**src/rtl/key_event_queue_pkg.sv**
```systemverilog
// Shared definitions for the key event queue: repeat FSM encodings,
// default typematic timing and the repeat-counter width helper.
package key_event_queue_pkg;

    typedef enum logic [1:0] {
        KQ_IDLE   = 2'd0,
        KQ_DELAY  = 2'd1,
        KQ_REPEAT = 2'd2
    } kq_state_t;

    // 500 ms initial delay and 10 Hz repeat rate at 50 MHz
    localparam int unsigned KQ_DELAY_CYC_DFLT  = 25_000_000;
    localparam int unsigned KQ_PERIOD_CYC_DFLT = 5_000_000;

    function automatic int unsigned kq_cnt_w(input int unsigned a, input int unsigned b);
        int unsigned m;
        m = (a > b) ? a : b;
        return (m <= 1) ? 1 : $clog2(m);
    endfunction

endpackage

```
**src/rtl/key_event_queue_sync_fifo.sv**
```systemverilog
// Single-clock first-word-fall-through FIFO with an occupancy counter.
// A push into a full FIFO is accepted only when a pop frees a slot the same cycle.
module sync_fifo #(
    parameter int DATA_W = 8,
    parameter int DEPTH  = 16
) (
    input  logic                     clk,
    input  logic                     rst_n,
    input  logic                     push,
    input  logic [DATA_W-1:0]        push_data,
    input  logic                     pop,
    output logic                     rd_valid,
    output logic [DATA_W-1:0]        rd_data,
    output logic                     full,
    output logic [$clog2(DEPTH):0]   count
);

    localparam int AW = (DEPTH > 1) ? $clog2(DEPTH) : 1;
    localparam int CW = $clog2(DEPTH) + 1;

    logic [DATA_W-1:0] mem [DEPTH];
    logic [AW-1:0]     wr_ptr;
    logic [AW-1:0]     rd_ptr;
    logic              pop_en;
    logic              wr_en;

    assign rd_valid = (count != '0);
    assign full     = (count == CW'(DEPTH));
    assign pop_en   = pop && rd_valid;
    assign wr_en    = push && (!full || pop_en);
    // Storage is not reset, so the head is masked while the FIFO is empty.
    assign rd_data  = rd_valid ? mem[rd_ptr] : '0;

    always_ff @(posedge clk) begin
        if (wr_en) begin
            mem[wr_ptr] <= push_data;
        end
    end

    always_ff @(posedge clk or negedge rst_n) begin
        if (!rst_n) begin
            wr_ptr <= '0;
            rd_ptr <= '0;
            count  <= '0;
        end else begin
            if (wr_en) begin
                wr_ptr <= wr_ptr + 1'b1;
            end
            if (pop_en) begin
                rd_ptr <= rd_ptr + 1'b1;
            end
            case ({wr_en, pop_en})
                2'b10:   count <= count + 1'b1;
                2'b01:   count <= count - 1'b1;
                default: count <= count;
            endcase
        end
    end

endmodule

```
**src/rtl/key_event_queue.sv**
```systemverilog
// Key event buffer with typematic auto-repeat, delivering ASCII codes to the
// editor over valid/ready; holds the repeat FSM, push mux and overflow flag.
module key_event_queue
    import key_event_queue_pkg::*;
#(
    parameter int          DATA_W     = 8,
    parameter int          DEPTH      = 16,
    parameter int unsigned DELAY_CYC  = KQ_DELAY_CYC_DFLT,
    parameter int unsigned PERIOD_CYC = KQ_PERIOD_CYC_DFLT
) (
    input  logic                     sys_clk,
    input  logic                     rst_n,
    input  logic                     key_valid,
    input  logic [DATA_W-1:0]        key_data,
    input  logic                     key_held,
    input  logic                     repeat_en,
    output logic                     out_valid,
    output logic [DATA_W-1:0]        out_data,
    input  logic                     out_ready,
    output logic [$clog2(DEPTH):0]   count,
    output logic                     overflow,
    input  logic                     clr_overflow
);

    localparam int unsigned           CNT_W       = kq_cnt_w(DELAY_CYC, PERIOD_CYC);
    localparam logic [CNT_W-1:0]      DELAY_LAST  = CNT_W'(DELAY_CYC - 1);
    localparam logic [CNT_W-1:0]      PERIOD_LAST = CNT_W'(PERIOD_CYC - 1);

    kq_state_t         state, state_n;
    logic [CNT_W-1:0]  cnt, cnt_n;
    logic [DATA_W-1:0] last_key, last_key_n;
    logic              tick;
    logic              push_req;
    logic [DATA_W-1:0] push_data;
    logic              full;
    logic              drop;

    always_ff @(posedge sys_clk or negedge rst_n) begin
        if (!rst_n) begin
            state    <= KQ_IDLE;
            cnt      <= '0;
            last_key <= '0;
        end else begin
            state    <= state_n;
            cnt      <= cnt_n;
            last_key <= last_key_n;
        end
    end

    // A fresh key restarts the delay and pre-empts any repeat tick this cycle.
    always_comb begin
        state_n    = state;
        cnt_n      = cnt;
        last_key_n = last_key;
        tick       = 1'b0;
        if (key_valid) begin
            last_key_n = key_data;
            cnt_n      = '0;
            state_n    = KQ_DELAY;
        end else begin
            case (state)
                KQ_DELAY, KQ_REPEAT: begin
                    if (!key_held || !repeat_en) begin
                        state_n = KQ_IDLE;
                        cnt_n   = '0;
                    end else if (cnt == ((state == KQ_DELAY) ? DELAY_LAST : PERIOD_LAST)) begin
                        tick    = 1'b1;
                        cnt_n   = '0;
                        state_n = KQ_REPEAT;
                    end else begin
                        cnt_n = cnt + 1'b1;
                    end
                end
                default: begin
                    state_n = KQ_IDLE;
                end
            endcase
        end
    end

    assign push_req  = key_valid || tick;
    assign push_data = key_valid ? key_data : last_key;
    // Only a lost keystroke is reported; a lost repeat is harmless.
    assign drop      = key_valid && full && !(out_valid && out_ready);

    always_ff @(posedge sys_clk or negedge rst_n) begin
        if (!rst_n) begin
            overflow <= 1'b0;
        end else if (drop) begin
            overflow <= 1'b1;
        end else if (clr_overflow) begin
            overflow <= 1'b0;
        end
    end

    sync_fifo #(
        .DATA_W (DATA_W),
        .DEPTH  (DEPTH)
    ) u_fifo (
        .clk       (sys_clk),
        .rst_n     (rst_n),
        .push      (push_req),
        .push_data (push_data),
        .pop       (out_ready),
        .rd_valid  (out_valid),
        .rd_data   (out_data),
        .full      (full),
        .count     (count)
    );

endmodule

```
**config.mk**
```make
export PLATFORM = sky130hd
export DESIGN_NAME = key_event_queue
export DESIGN_NICKNAME = d
export VERILOG_FILES = /design/src/rtl/key_event_queue_pkg.sv /design/src/rtl/key_event_queue_sync_fifo.sv /design/src/rtl/key_event_queue.sv
export SDC_FILE = /design/constraint.sdc
export NUM_CORES = 1
export LEC_CHECK = 0
export CORE_MARGIN = 5
export CORE_UTILIZATION = 65
export CTS_BUF_LIST = sky130_fd_sc_hd__clkbuf_2 sky130_fd_sc_hd__clkbuf_4 sky130_fd_sc_hd__clkbuf_8
export CTS_CLUSTER_DIAMETER = 200
export DETAILED_ROUTE_END_ITERATION = 10
export PLACE_DENSITY_LB_ADDON = 0.2
export SETUP_SLACK_MARGIN = 0.2
export SLEW_MARGIN = 20
export SYNTH_ARGS = -nofsm -noshare
export SYNTH_HDL_FRONTEND = slang
export SYNTH_HIERARCHICAL = 1
export SYNTH_SLANG_ARGS = --single-unit
export TNS_END_PERCENT = 50
```
**constraint.sdc**
```tcl
create_clock -name sys_clk -period 11.3 [get_ports sys_clk]
set_input_delay 3.39 -clock sys_clk [delete_from_list [all_inputs] [get_ports sys_clk]]
set_output_delay 3.39 -clock sys_clk [all_outputs]
set_load 0.03 [all_outputs]
```
==> flow_metrics.env <==
export IMPL_placed_cells_incl_taps=659
export IMPL_die_h_um=120
export IMPL_floorplan_die_width_um=120
export IMPL_tritoncts_clock_tree="built"
export IMPL_vias_per_cell=6.68
export IMPL_vdd_ir_drop_worst_v=0.000136
export IMPL_fin_worst_skew_ps=11.3
export IMPL_fmaxAchievable_ghz=0.154
export IMPL_outcome="completed"
export IMPL_grt_setup_unrepaired="false"
export IMPL_syn_cell_area_mm2=0.00789
export IMPL_dieArea_mm2=0.0144
export IMPL_grt_first_pass_wirelength_um=25600
export IMPL_critPathMaxFanout=35
export IMPL_synth_top_area_cell="edfxtp_1"
export IMPL_max_cap_violations=0
export IMPL_post_cts_setup_buffer_count=0
export IMPL_ant_nets=0
export IMPL_edff_count_synth=128
export IMPL_yosys_register_bits=177
export IMPL_power_density_cell_area_mw_per_mm2=219
export IMPL_dr_pass1_iters=5
export IMPL_cts_repair_resized=0
export IMPL_clock_tree_htree_level_count=4
export IMPL_grt_overflow=0
export IMPL_syn_num_nets=537
export IMPL_worst_endpoint_required_ps=7910
export IMPL_fin_tns_setup_ps=0
export IMPL_rrSetupSlack_ps=7610
export IMPL_synthToLayoutAreaGrowth_pct=8.66
export IMPL_floorplan_rows=40
export IMPL_cp_arrival_ps=3090
export IMPL_core_area_mm2=0.0120
export IMPL_synthTopCellsByArea="edfxtp_1 (49%), dfrtp_1 (16%), mux4_2 (6.6%)"
export IMPL_synthesis_instances=511
export IMPL_grtUsageTotal_pct=23.8
export IMPL_synth_avg_cell_area_um2=15.4
export IMPL_final_cells=691
export IMPL_timing_critical_path_slowest_stage_cell="mux4_1"
export IMPL_final_hold_violation_count=0
export IMPL_floorplan_initialDensity_pct=66.0
export IMPL_fillers=756
export IMPL_min_clock_period_post_route_ps=6480
export IMPL_timing_hold_worst_class="reg -> reg"
export IMPL_drc=0
export IMPL_dr_first_iter_drc_count=377
export IMPL_worstMarginPinSlew_ps=1100
export IMPL_startpoint_type="flip-flop"
export IMPL_synth_async_sr_flop_share_pct=27.7
export IMPL_synth_seq_area_share_pct=64.2
export IMPL_numClockSinks=177
export IMPL_worst_setup_path_type="reg -> out"
export IMPL_first_global_vias=4604
export IMPL_top_level_ports=30
export IMPL_synth_top_cells_by_count="edfxtp_1 (128), dfrtp_1 (49), a31oi_1 (36)"
export IMPL_finalCritPeriodShare_pct=57.4
export IMPL_dpl_hpwl_um=10100
export IMPL_diodes=0
export IMPL_yosys_cell_count_top_type="edfxtp_1"
export IMPL_cts_made_buffers=17
export IMPL_final_layout_size_suffix_gt1_share_pct=17.1
export IMPL_worstPathCellList="buf_4 -> mux4_1 -> mux2_2 -> o21ai_1 -> a21oi_1 -> clkdlybuf4s50_1"
export IMPL_average_wire_per_cell_in_the_routed_design_um=22.8
export IMPL_slew_limit_headroom_pct=26.3
export IMPL_proportion_of_netlist_area_held_by_the_largest_area_contributor_pct=48.7
export IMPL_numnets_final=557
export IMPL_critPathCaptureType="primary output"
export IMPL_ys_warn_count=6
export IMPL_holdWs_ps=496
export IMPL_ys_flop_type="edfxtp_1"
export IMPL_routabilityCongestion=0.843
export IMPL_setup_violations=0
export IMPL_io_buffer_count=29
export IMPL_via_count=4618
export IMPL_cts_buffer_depth=2
export IMPL_clock_latency_ps=460
export IMPL_finalWirelength_um=15800
export IMPL_worst_setup_hold_path_clk_slew_ps=90
export IMPL_holdBufCountCts=0
export IMPL_max_stage_delay_ps=690
export IMPL_root_buffer="clkbuf_8"
export IMPL_yosys_cell_types_count=57
export IMPL_grt_max_degree=50
export IMPL_power_static_leakage_uw=0.00298
export IMPL_timing_max_transition_violations_final=0
export IMPL_number_of_antenna_violations_at_the_first_check_in_global_routing=0
-- stage by stage --
step                power, uW  worst slack [ps]  area [um2]  utilization [%]
floorplan                1310              5560        7890                -
global placement         1480              4830        8190             68.5
detailed placement       1490              4640        8190             68.5
CTS                      1890              4740        8560             71.5
global route             1970              4640        8570             71.7
finish                   1880              4820        8570             71.7
-- worst paths after layout --
check / start / cells past startpoint / end
worst max-delay path: u_fifo/rd_ptr[1]$_DFFE_PN0N_ / 6 / out_data[5]
min in group asynchronous: rst_n / 1 / cnt[10]$_DFFE_PN0P_
worst max register to register: cnt[0]$_DFFE_PN0P_ / 12 / u_fifo/count[4]$_DFFE_PN0P_
worst min register to register: state[0]$_DFFE_PN0P_ / 1 / state[0]$_DFFE_PN0P_
max in group asynchronous: rst_n / 1 / u_fifo/rd_ptr[3]$_DFFE_PN0N_
worst min-delay path: state[0]$_DFFE_PN0P_ / 1 / state[0]$_DFFE_PN0P_
-- cell type report --
| class | count | area (um2) | share of cell area [%] |
|---|---|---|---|
| flip-flops and latches | 177 | 5070 | 59.1 |
| multi-input cells | 289 | 2590 | 30.2 |
| well taps | 147 | 184 | 2.15 |
| clock buffers | 20 | 263 | 3.06 |
| clock inverters | 12 | 100 | 1.17 |
| inverters | 13 | 48.8 | 0.569 |
| repair buffers | 33 | 318 | 3.71 |
-- flip-flops by register name (all words and copies together) (netlist names) --
name / flops
u_fifo/count: 5
overflow: 1
u_fifo/rd_ptr: 4
state: 2
u_fifo/mem: 128
last_key: 8
cnt: 25
u_fifo/wr_ptr: 4
-- per-layer routing --
metal	track usage, %	up-vias	part of all wire (%)
li1	-	2064	-
met1	33.9	2358	42
met2	36.9	179	50
met3	5.89	17	7.0
met4	7.16	0	1.4
met5	0	-	0
-- report_power, final --
part	switching [uW]	total (uW)	internal [uW]	leakage, uW
clock network	228	396	168	0.000185
logic	336	620	285	0.00101
registers	77.6	859	781	0.00179
-- layout by cell type (no fill, tap or decap), types with 3 or more instances in the layout --
master,count
inv_1,11
nand2b_1,5
o21ai_1,12
nand2_1,19
buf_4,5
a31oi_1,36
mux4_1,9
ha_1,10
clkbuf_8,18
nand3_1,32
a21o_1,3
nor2_1,20
clkdlybuf4s50_1,28
inv_6,4
nor3_2,3
and4_1,4
a21oi_1,12
and2_1,6
mux2_1,4
edfxtp_1,128
a41oi_1,4
mux2i_1,9
mux2_2,18
dfrtp_1,48
xnor2_1,7
mux4_2,23
nor4_1,3
and3_1,7
nand4_1,6
-- cell families after synthesis --
group / after synthesis / synth area share, %
mux: 63 / 13.8
flops: 177 / 64.2
fa+ha+maj: 11 / 1.84
simple gates: 126 / 9.34
xor+xnor: 9 / 0.999
compound gates: 80 / 6.58
buf+inv: 45 / 3.16
-- worst max-delay path: cells and delay by family (launching register included) --
| kind | cells | cell delay (ps) |
|---|---|---|
| compound gates | 2 | 200 |
| flops | 1 | 340 |
| mux | 2 | 980 |
| buf+inv | 2 | 1120 |
(Power assumes the default switching activity.)
==> RTL change 1: new RTL, same flow settings <==
`DEPTH` is set to 16 in 2 places; all go to 32.
--- a/src/rtl/key_event_queue_sync_fifo.sv
+++ b/src/rtl/key_event_queue_sync_fifo.sv
@@ -3,5 +3,5 @@
 module sync_fifo #(
     parameter int DATA_W = 8,
-    parameter int DEPTH  = 16
+    parameter int DEPTH  = 32
 ) (
     input  logic                     clk,
--- a/src/rtl/key_event_queue.sv
+++ b/src/rtl/key_event_queue.sv
@@ -5,5 +5,5 @@
 #(
     parameter int          DATA_W     = 8,
-    parameter int          DEPTH      = 16,
+    parameter int          DEPTH      = 32,
     parameter int unsigned DELAY_CYC  = KQ_DELAY_CYC_DFLT,
     parameter int unsigned PERIOD_CYC = KQ_PERIOD_CYC_DFLT
Interface: changed (resized count); port bits go from 30 to 31. No check against the original RTL was run, so the function may have changed too.
==> RTL change 1 against the original RTL <==
Total power is 76% higher; setup slack worse by 0.94 ns; synthesized cell count is 54% higher; final cell count is 63% higher; wire length is 71% higher; design area is 67% higher; largest power group unchanged; sequential cell count is 131 higher; critical endpoint unchanged; clock skew is 0.0075 ns higher; via count is 59% higher; highest routed layer unchanged; synthesized area is 65% higher.
==> RTL change 1: results (changes against the original RTL) <==
buffer_ports.inserted: 30  # +3.4%
post_drt_via_cell_ratio: 6.523  # -2.4%
ys_seq_area_frac: 0.6902  # +0.04778
clock_skew_ns: 0.01880  # +0.007453 ns
run_status: "completed"
yosys_warnings: 6  # unchanged
netlist_top_cells_count: "edfxtp_1, dfrtp_1, nor2_1"
rd_place_congestion: 0.8589  # +1.9%
irDropWorstVdd_v: 0.0001195  # -12%
yosysUniqueCellTypes: 63  # +11%
filler_cell_count: 1198  # +58%
grt_pass1_vias: 7546  # +64%
firstDrtPassIters: 5  # unchanged
critical_path_peak_fanout: 51  # +46%
cts_max_level: 2  # -2
nets: 854  # +53%
dp_hpwl_um: 16550  # +64%
grt_start_max_net_pins: 55  # +10%
p_int_mw: 2.231  # +81%
synth_edf_count: 256  # +100%
clock_latency_ns: 0.55  # +0.09 ns
cellLeakagePower_nw: 4.878  # +63%
worstRegToRegCells: 9  # -3
worst_setup_hold_path_clk_slew_ns: 0.06  # -0.03 ns
hold_path_class: "reg2reg"
synth-async-reset-ratio: 0.1688  # -0.1080
number_of_buffers_created_by_cts: 47  # +30
r2r_end: "u_fifo/mem[11][0]"
antenna-diode-count: 0  # unchanged
timing.max_slew.rel_slack: 0.3683  # +0.1055
grt_util_all_layers: 0.2470  # +0.009432
startpoint: "u_fifo/rd_ptr[0]"
synth.area.top_cells: "edfxtp_1, dfrtp_1, mux4_2"
first_pass_grt_wire_length_um: 42240  # +65%
critPathArrivalTime_ns: 4.03  # +0.94 ns
cts-root-to-sink-buffers: 3  # +1
drc_marker_count_from_the_first_detailed_route_iteration: 842  # +120%
biggestRegsByFlops: "u_fifo/mem x256, cnt x25, last_key x8"
synth.net_count: 815  # +52%
cts.repair_timing.setup_buffer_count: 0  # unchanged
reg2reg_setup_slack_ns: 7.25  # -0.36 ns
drive_above_1_share: 0.1744  # +0.003463
critPathCapture: "out_data[5]"
wire_per_inst_um: 23.97  # +5.1%
==> RTL change 1: cell types whose count changed after synthesis, moves of 16 or more <==
cell / unedited run / this run
a22oi_1: 0 / 16
edfxtp_1: 128 / 256
mux2i_1: 9 / 32
mux4_2: 23 / 43
nand2_1: 19 / 37
nor2_1: 21 / 44
==> RTL change 1: cell families after synthesis <==
| kind of cell | after synthesis | share of synthesized area |
|---|---|---|
| fa+ha+maj | 12 | 0.01211 |
| buf+inv | 64 | 0.02834 |
| compound gates | 118 | 0.06351 |
| flops | 308 | 0.6902 |
| mux | 94 | 0.1223 |
| xor+xnor | 11 | 0.007399 |
| simple gates | 181 | 0.07610 |
==> RTL change 1: worst max-delay path: stages, from the launching register on <==
cell and delay (ns):
dfrtp_4 0.77, buf_4 0.82, mux4_2 0.60, a21oi_1 0.28
nand2_1 0.16, and3_1 0.21, clkdlybuf4s50_1 0.59
==> RTL change 1: how the worst min path moves through the flow <==
stage,from,end,slack (ns),depth (start not counted)
2_1_floorplan,state[0],state[0],0.46,1
3_3_place_gp,state[0],state[0],0.47,1
3_5_place_dp,state[0],state[0],0.48,1
4_1_cts,state[0],state[0],0.49,1
5_1_grt,state[0],state[0],0.50,1
6_report,state[0],state[0],0.49,1
==> RTL change 1: layout make-up <==
| class | instances | share of cell area |
|---|---|---|
| Sequential cell | 308 | 0.6294 |
| Tap cell | 265 | 0.02320 |
| Clock inverter | 14 | 0.003765 |
| Clock buffer | 68 | 0.05805 |
| Inverter | 17 | 0.004465 |
| Timing Repair Buffer | 37 | 0.02434 |
| Multi-Input combinational cell | 416 | 0.2568 |
==> RTL change 1: routing by layer <==
metal | vias to the layer above | GRT usage | wire (µm) | share of wire
li1 | 3238 | - | - | -
met1 | 3728 | 0.3307 | 10570 | 0.39
met2 | 316 | 0.4125 | 13620 | 0.51
met3 | 56 | 0.04848 | 2011 | 0.075
met4 | 0 | 0.08580 | 773 | 0.029
met5 | - | 0 | 0 | 0
==> RTL change 1: through the flow <==
step,cell area [µm²],cells,setup slack (ns),power (mW)
5_1_grt,14290,1125,3.620,3.440
2_1_floorplan,13020,788,5.506,2.167
4_1_cts,14290,1125,3.765,3.313
3_5_place_dp,13410,1043,4.346,2.459
6_report,14290,1125,3.881,3.295
3_3_place_gp,13400,1043,4.443,2.423
==> RTL change 1: power groups by stage <==
stage / sequential [mW] / clock [mW] / combinational, mW
3_5_place_dp: 1.46 / 0 / 0.994
3_3_place_gp: 1.46 / 0 / 0.968
4_1_cts: 1.44 / 0.872 / 0.998
6_report: 1.44 / 0.858 / 0.994
5_1_grt: 1.45 / 0.927 / 1.06
2_1_floorplan: 1.41 / 0 / 0.754
==> RTL change 2: new RTL, config.mk and constraints unchanged <==
Without the edit above. Take the reset off `last_key` and load it in a clocked block of its own.
--- a/src/rtl/key_event_queue.sv
+++ b/src/rtl/key_event_queue.sv
@@ -40,10 +40,12 @@
             state    <= KQ_IDLE;
             cnt      <= '0;
-            last_key <= '0;
         end else begin
             state    <= state_n;
             cnt      <= cnt_n;
-            last_key <= last_key_n;
         end
+    end
+
+    always_ff @(posedge sys_clk) begin
+        last_key <= last_key_n;
     end
 
Behaviour: no difference found for any inputs over 4 cycles, from zero or initial values and one cycle with rst_n low; that may be too few to reach the edited logic, so the function may still have changed.
==> RTL change 2 against the original RTL <==
Sequential power fell by 2%; total power increased by 0.70%; sequential cell count did not move; setup slack better by 0.031 ns; synthesized area decreased by 1.8%; wire length down 3.5%; hold slack gained 0.021 ns; design area is 0.88% lower; core utilization increased by 1.8 points; clock skew is 0.0013 ns higher; synthesized cell count fell by 1.2%; final cell count down 0.43%; non-clock buffer count rose by 2; highest routed layer unchanged.
==> RTL change 2: results (changes against the original RTL) <==
run_status: "completed"
r2r_end: "u_fifo/count[4]"
final_critical_path_share_of_the_clock_period: 0.5709  # -0.002710
placedCellCount: 657  # -0.30%
antenna_found_initial: 0  # unchanged
clk_tree_area_frac: 0.04416  # +0.001846
dp_hpwl_um: 10170  # +0.98%
irDropWorstVdd_v: 0.0001085  # -20%
critPathMaxStageDelay_ns: 0.68
synth.net_count: 531  # -1.1%
filler_cell_count: 707  # -6.5%
dp_slack_ns: 4.605  # -0.03559 ns
multi_input_cells: 289  # unchanged
drive_above_1_share: 0.1688  # -0.002149
layout.area.seq_um2: 5030  # -0.81%
reg2reg_setup_slack_ns: 7.32  # -0.29 ns
timing.critical_path.slowest_stage_cell: "mux4_1"
synth.area.top_cells: "edfxtp_1, dfrtp_1, mux4_2"
critPathArrivalTime_ns: 3.06  # -0.03 ns
finalWirelength_um: 15210  # -3.5%
synth_edf_count: 128  # unchanged
post_drt_via_cell_ratio: 6.581  # -1.5%
drc_marker_count_from_the_first_detailed_route_iteration: 478  # +27%
critical_path_peak_fanout: 35  # unchanged
biggestRegsByFlops: "u_fifo/mem x128, cnt x25, last_key x8"
non_clock_inverter_count: 13  # unchanged
clock_latency_ns: 0.45
cts_max_level: 4  # unchanged
cellLeakagePower_nw: 2.955  # -0.97%
nets: 559  # +0.36%
netlist_top_cells_count: "edfxtp_1, dfrtp_1, nand2_1"
buffers_excl_clock: 35  # +6.1%
worst_r2r_startpoint: "cnt[0]"
clkbuf_count: 17  # -15%
synthesis.area_per_instance_um2: 15.35  # -0.62%
cts_resized: 0  # unchanged
power.clock.fraction: 0.218  # +0.007
synth-async-reset-ratio: 0.2316  # -0.04520
critPathCapture: "out_data[4]"
rd_place_congestion: 0.9028  # +7.2%
worstRegToRegCells: 13  # +1
cts-root-to-sink-buffers: 2  # unchanged
nonclk_buf_share: 0.03886  # +0.001799
cts.repair_timing.setup_buffer_count: 0  # unchanged
n_sequential_cell: 177  # unchanged
grt_util_all_layers: 0.2283  # -0.009310
ys_seq_area_frac: 0.6490  # +0.006554
antenna-diode-count: 0  # unchanged
yosysUniqueCellTypes: 57  # unchanged
timing_worst_slew_pin_value_ns: 0.9331  # -0.1642 ns
clock_skew_ns: 0.01264  # +0.001296 ns
grt_pass1_vias: 4393  # -4.6%
pwr-share-comb: 0.337  # +0.006
first_pass_grt_wire_length_um: 24380  # -4.8%
p_comb_uw: 637  # +3%
detailroute.via_count: 4528  # -1.9%
grt_start_max_net_pins: 42  # -16%
power.share.switching: 0.3313  # -0.01061
multi_input_area_share: 0.2984  # -0.003662
ys_dominant_reg_cell: "edfxtp_1"
## RTL change 2: cell types whose count changed in the layout (fill, tap and decap cells not counted), moves of 3 or more
cell | before | now
a31oi_1 | 36 | 10
nand2_1 | 19 | 32
or3_1 | 0 | 10
dfxtp_1 | 0 | 8
nand4_1 | 6 | 14
dfrtp_1 | 48 | 41
o21ai_0 | 0 | 6
and2_1 | 6 | 1
a41oi_1 | 4 | 1
inv_6 | 4 | 1
## RTL change 2: kinds of logic after synthesis
kind of cell / count (synthesis) / synth area share
compound gates: 59 / 0.04924
fa+ha+maj: 11 / 0.01873
mux: 64 / 0.1422
buf+inv: 39 / 0.02632
simple gates: 146 / 0.1043
flops: 177 / 0.6490
xor+xnor: 9 / 0.01017
## RTL change 2: worst max-delay path: cells and delay by family, from the launching register on
family / cells / cell delay [ns]
compound gates: 2 / 0.19
buf+inv: 2 / 1.08
flops: 1 / 0.33
mux: 2 / 0.98
## RTL change 2: stage by stage
stage,hold WS (ns),area [µm²]
4_1_cts,0.5218,8479
5_1_grt,0.5203,8499
3_5_place_dp,0.4853,8104
6_report,0.5175,8499
2_1_floorplan,0.4564,7750
3_3_place_gp,0.4766,8104
## RTL change 2: routing by layer
layer,vias up,part of all wire,GRT usage,routed length [µm]
met2,197,0.48,0.3440,7277
met5,-,0,0,0
met1,2271,0.43,0.3378,6499
li1,2036,-,-,-
met3,24,0.076,0.04929,1152
met4,0,0.018,0.07458,281
## RTL change 2: how the worst min path moves through the flow
stage	start	endpoint	slack [ns]	depth (start not counted)
after floorplan	state[0]	state[0]	0.46	1
after global placement	state[0]	state[0]	0.48	1
after detailed placement	state[0]	state[0]	0.49	1
after CTS	state[0]	state[0]	0.52	1
after global routing	state[0]	state[0]	0.52	1
final	state[0]	state[0]	0.52	1
